<file path="src/rtl/instruction_fetch.sv">
// -----------------------------------------------------------------------------
// instruction_fetch
//   IF stage of the 5-stage LEGv8 pipeline. Issues sequential word fetches to
//   an in-order, variable-latency instruction memory, buffers the returned
//   words in a small prefetch FIFO, and loads the IF/ID register that feeds
//   InstructionDecode.
//
//   Memory handshake: a request transfers on a rising edge where
//   imem_req && imem_ready. While imem_req is high and not yet accepted,
//   imem_addr is held stable. The only exception is a redirect, which
//   withdraws the request in that cycle. Responses (imem_rvalid/imem_rdata)
//   return one per cycle, in request order, and cannot be back-pressured.
//   A credit rule keeps (FIFO entries + outstanding requests) <= FIFO_DEPTH,
//   so every response always has a FIFO slot.
//
// Ports
//   clk               clock, rising edge
//   reset             synchronous, active-high reset
//   stall_ID          hold the IF/ID register (hazard unit)
//   PCSrc_MEM         taken branch resolved in MEM: flush and redirect
//   BranchTarget_MEM  redirect target, used as given
//   imem_req          fetch request valid
//   imem_addr         fetch address
//   imem_ready        memory accepts the request this cycle
//   imem_rvalid       response valid (in request order)
//   imem_rdata        fetched instruction word
//   instruction_ID    IF/ID instruction
//   pc_ID             IF/ID PC of that instruction
//   valid_ID          IF/ID holds a real instruction (0 = bubble)
// -----------------------------------------------------------------------------
module instruction_fetch #(
    parameter int unsigned FIFO_DEPTH = 4,
    parameter logic [63:0] RESET_PC   = 64'h0
) (
    input  logic        clk,
    input  logic        reset,
    input  logic        stall_ID,
    input  logic        PCSrc_MEM,
    input  logic [63:0] BranchTarget_MEM,
    output logic        imem_req,
    output logic [63:0] imem_addr,
    input  logic        imem_ready,
    input  logic        imem_rvalid,
    input  logic [31:0] imem_rdata,
    output logic [31:0] instruction_ID,
    output logic [63:0] pc_ID,
    output logic        valid_ID
);

    localparam int unsigned PW = $clog2(FIFO_DEPTH);
    localparam int unsigned CW = PW + 1;
    localparam logic [CW-1:0] DEPTH_C = CW'(FIFO_DEPTH);

    logic [63:0]   fetch_pc;
    logic [63:0]   resp_pc;
    logic [CW-1:0] count;
    logic [CW-1:0] out_cnt;
    logic [CW-1:0] drop_cnt;
    logic [PW-1:0] wr_ptr;
    logic [PW-1:0] rd_ptr;
    logic [63:0]   fifo_pc    [FIFO_DEPTH];
    logic [31:0]   fifo_instr [FIFO_DEPTH];

    logic          accept;
    logic          drop_resp;
    logic          push;
    logic          pop;
    logic [CW:0]   occupancy;

    always_comb begin
        occupancy = {1'b0, count} + {1'b0, out_cnt};
        imem_req  = !reset && !PCSrc_MEM && (occupancy < {1'b0, DEPTH_C});
        imem_addr = fetch_pc;
        accept    = imem_req && imem_ready;
        // A pending drop count marks responses that belong to a flushed path.
        drop_resp = imem_rvalid && (drop_cnt != '0);
        push      = imem_rvalid && (drop_cnt == '0) && !PCSrc_MEM && !reset;
        pop       = !PCSrc_MEM && !stall_ID && (count != '0);
    end

    // Fetch / response bookkeeping.
    always_ff @(posedge clk) begin
        if (reset) begin
            fetch_pc <= RESET_PC;
            resp_pc  <= RESET_PC;
            count    <= '0;
            out_cnt  <= '0;
            drop_cnt <= '0;
            wr_ptr   <= '0;
            rd_ptr   <= '0;
        end else if (PCSrc_MEM) begin
            // No request goes out this cycle, so out_cnt only loses a response
            // arriving now; everything still in flight is stale and dropped.
            fetch_pc <= BranchTarget_MEM;
            resp_pc  <= BranchTarget_MEM;
            count    <= '0;
            wr_ptr   <= '0;
            rd_ptr   <= '0;
            out_cnt  <= out_cnt - CW'(imem_rvalid);
            drop_cnt <= out_cnt - CW'(imem_rvalid);
        end else begin
            if (accept) begin
                fetch_pc <= fetch_pc + 64'd4;
            end
            out_cnt <= out_cnt + CW'(accept) - CW'(imem_rvalid);
            if (drop_resp) begin
                drop_cnt <= drop_cnt - CW'(1);
            end
            if (push) begin
                wr_ptr  <= wr_ptr + PW'(1);
                resp_pc <= resp_pc + 64'd4;
            end
            if (pop) begin
                rd_ptr <= rd_ptr + PW'(1);
            end
            count <= count + CW'(push) - CW'(pop);
        end
    end

    // Prefetch storage; contents are qualified by count, so no reset needed.
    always_ff @(posedge clk) begin
        if (push) begin
            fifo_pc[wr_ptr]    <= resp_pc;
            fifo_instr[wr_ptr] <= imem_rdata;
        end
    end

    // IF/ID register: flush beats stall; pc_ID holds across bubbles.
    always_ff @(posedge clk) begin
        if (reset) begin
            instruction_ID <= '0;
            pc_ID          <= '0;
            valid_ID       <= 1'b0;
        end else if (PCSrc_MEM) begin
            instruction_ID <= '0;
            valid_ID       <= 1'b0;
        end else if (!stall_ID) begin
            if (count != '0) begin
                pc_ID          <= fifo_pc[rd_ptr];
                instruction_ID <= fifo_instr[rd_ptr];
                valid_ID       <= 1'b1;
            end else begin
                instruction_ID <= '0;
                valid_ID       <= 1'b0;
            end
        end
    end

endmodule

</file>
<file path="config.mk">
export PLATFORM = sky130hd
export DESIGN_NAME = instruction_fetch
export DESIGN_NICKNAME = d
export VERILOG_FILES = /design/src/rtl/instruction_fetch.sv
export SDC_FILE = /design/constraint.sdc
export NUM_CORES = 1
export LEC_CHECK = 0
export BUFFER_PORTS_ARGS = -buffer_cell sky130_fd_sc_hd__buf_2
export CAP_MARGIN = 20
export CORE_MARGIN = 3
export CORE_UTILIZATION = 59
export DETAILED_ROUTE_END_ITERATION = 8
export PLACE_DENSITY = 0.85
export SLEW_MARGIN = 20
export SYNTH_ARGS = -nofsm -noshare
export SYNTH_HDL_FRONTEND = slang
export SYNTH_SLANG_ARGS = --single-unit
</file>
<file path="constraint.sdc">
create_clock -name clk -period 4.65 [get_ports clk]
set_input_delay 0.6975 -clock clk [delete_from_list [all_inputs] [get_ports clk]]
set_output_delay 0.6975 -clock clk [all_outputs]
set_load 0.005 [all_outputs]
</file>
==> results.cfg <==
[run_status]
outcome = finished clean

[global_routing]
grt_pass1_wl_um = 100200
gr-total-overflow = 0
use_met1_pct = 39.74
grt_start_max_net_pins = 82
met2_usage_pct = 47.37
first_global_vias = 17010
grt_usage_pct = 29.31
top_usage_layer = met2
use_met3_pct = 5.809
antenna_found_initial = 3

[synth]
netlist_instances = 1897
yosysWarnings = 0
synth.distinct_cells = 58
ys.flop_type = edfxtp_1
ys_ff_latch = 624
async_flop_share_pct = 0
postSynthAreaPerCell_um2 = 13.17
synth-seq-area-share_pct = 65.37
synth_edf_count = 384
synth_nets = 2017
syn_area_um2 = 24990

[sta]
period_share_pct = 67.11
rsz0062_at_grt = false
setup_tns_ns = 0
max_freq_mhz = 320.4
setup_viol = 0
hold_slack_ns = 0.3066
max_slew_margin_pct = 29.29
timing.final.ws_setup_ns = 1.529
clock_skew_ns = 0.01942
drv_slew = 0
timing_hold_violations_final = 0
worst_slew_pin_slew_ns = 1.046
fin_crit_ns = 3.121

[floorplanning]
core_um2 = 41290
die_h_um = 211.8
ios = 264
num_rows = 74
start_util_pct = 60.52
die_area_um2 = 44860
die_w_um = 211.8

[route]
routedWlPerCell_um = 24.10
drt_iter0_markers = 2080
drcViolationCount = 0
ant_nets = 0
wirelength_um = 65750
viasPerCell = 6.337
dr.pass1.iters = 8
num_vias = 17290

[finish]
nFillCells = 2710
final_cell_mix = edfxtp_1, buf_2, nand2_1
post-route-cell-area_um2 = 29000
layout_commonest_cell = edfxtp_1
area.growth.synth_to_final_pct = 16.03
drive_gt1_share_pct = 23.40
nets = 2263

[clock_tree]
clk_pin_slew_worst_paths_ns = 0.07
cts_resized = 0
insertion_delay_ns = 0.61
numCtsBuffers = 58
h-tree-depth = 2
postCtsSetupRepairBufs = 0
cts.sinks = 624
cts_hold_buf = 0
cts-root-buf = clkbuf_16
ctsLongestPathBuffers = 3
cts_tree = done

[placement]
place.gp.congestion = 0.9690
dpl_cell_area_um2 = 26890
post-place-ws_ns = 1.180
dp_hpwl_um = 42230
portBuffers = 263

[power_and_ir_drop]
switchingPower_mw = 2.576
sw_frac_of_total_pct = 21.69
pwr-share-clk_pct = 43.4
combPwrFrac_pct = 4.7
p_int_mw = 9.298
vdd_ir_drop_max_mv = 0.4602
leakagePower_nw = 10.02
power_density_nw_per_um2 = 409.5
seq_power_share_pct = 51.9

[run]
cap_violations = 0

[worst_setup_path]
crit_required_ns = 5.16
crit_type = reg2reg
slowest_stage = nor4_1
crit_chain = inv_1 -> ha_1 -> nand3b_1 -> nor4_1 -> nand3_1 -> buf_4 -> or3_4 -> or4_1 -> a311oi_1
startpoint_type = register
end_kind = register
cpPeakStageDelay_ns = 0.66
arrival_ns = 3.63
worstPathMaxFanout = 12

[worst_hold_path]
worstHoldPathType = in2reg
==> registers in the layout (all words and copies together) (netlist names), 3 cells and up, named ones only <==
register,flops
count,3
drop_cnt,3
fifo_instr,128
fifo_pc,256
imem_addr,64
instruction_ID,32
out_cnt,3
pc_ID,64
resp_pc,64
==> routing by layer <==
| layer | vias up | wire length, um |
|---|---|---|
| met5 | - | 0 |
| met4 | 0 | 2289 |
| met3 | 145 | 6812 |
| met2 | 966 | 31760 |
| met1 | 8571 | 24890 |
| li1 | 7606 | - |
==> synthesized netlist by cell type, types with 24 or more instances <==
cell type	number	area [um2]
a22oi_1	33	247.7
nand3_1	56	280.3
nand2_1	244	915.9
nor3_1	33	165.2
nor4_1	27	168.9
dfxtp_1	240	4805
a21oi_1	129	645.6
nor2_1	103	386.6
a21boi_0	29	217.7
xnor2_1	62	543.0
nand4_1	35	219.0
xor2_1	24	210.2
o21ai_0	24	120.1
clkbuf_1	84	315.3
inv_1	47	176.4
mux4_2	96	2162
edfxtp_1	384	11530
==> per-stage QoR <==
stage	std cells	total power [mW]	utilization, %
after floorplan	1897	6.542	-
after global placement	2615	6.787	65.11
after detailed placement	2615	6.822	65.11
after CTS	2724	11.90	70.19
after global routing	2727	12.21	70.21
final	2728	11.87	70.22
==> worst paths after layout <==
path,start,endpoint,slack [ns],cells after the start
worst max-delay path,drop_cnt[0],resp_pc[61],1.53,9
worst min-delay path,imem_rdata[25],fifo_instr[1][25],0.31,1
worst max register to register,drop_cnt[0],resp_pc[61],1.53,9
worst min register to register,pc_ID[46],pc_ID[46],0.45,2
==> critical path, delay by kind of cell, from the launching register on <==
| kind | cells | cell delay (ns) |
|---|---|---|
| compound gates | 1 | 0.26 |
| buf+inv | 2 | 0.35 |
| fa+ha+maj | 1 | 0.20 |
| simple gates | 5 | 1.93 |
| flops | 1 | 0.30 |
==> layout make-up <==
class | count | area, um2 | share of cell area (%)
sequential | 624 | 16340 | 56.36
clock inverter | 27 | 381.6 | 1.316
inverter | 49 | 185.2 | 0.6386
timing repair buffer | 294 | 1605 | 5.536
clock buffer | 82 | 1717 | 5.920
multi-input combinational | 1116 | 8089 | 27.90
tap | 532 | 665.6 | 2.296
antenna | 4 | 10.01 | 0.03452
==> cell families after synthesis <==
logic type	count (synthesis)	share of synthesized area, %
xor gates and xnor gates	86	3.014
adders and majority gates	18	0.9613
AOI/OAI and AO/OA	308	7.690
DFF	624	65.37
muxes	107	9.117
and+or+nand+nor	597	11.49
buffers and inverters	157	2.363
==> power groups by stage <==
stage | clock network, mW | registers [mW] | logic (mW)
after CTS | 5.19 | 6.15 | 0.557
after detailed placement | 0 | 6.27 | 0.550
after floorplan | 0 | 6.23 | 0.316
final | 5.15 | 6.16 | 0.562
after global routing | 5.43 | 6.17 | 0.609
after global placement | 0 | 6.26 | 0.532
(Power assumes the default switching activity.)
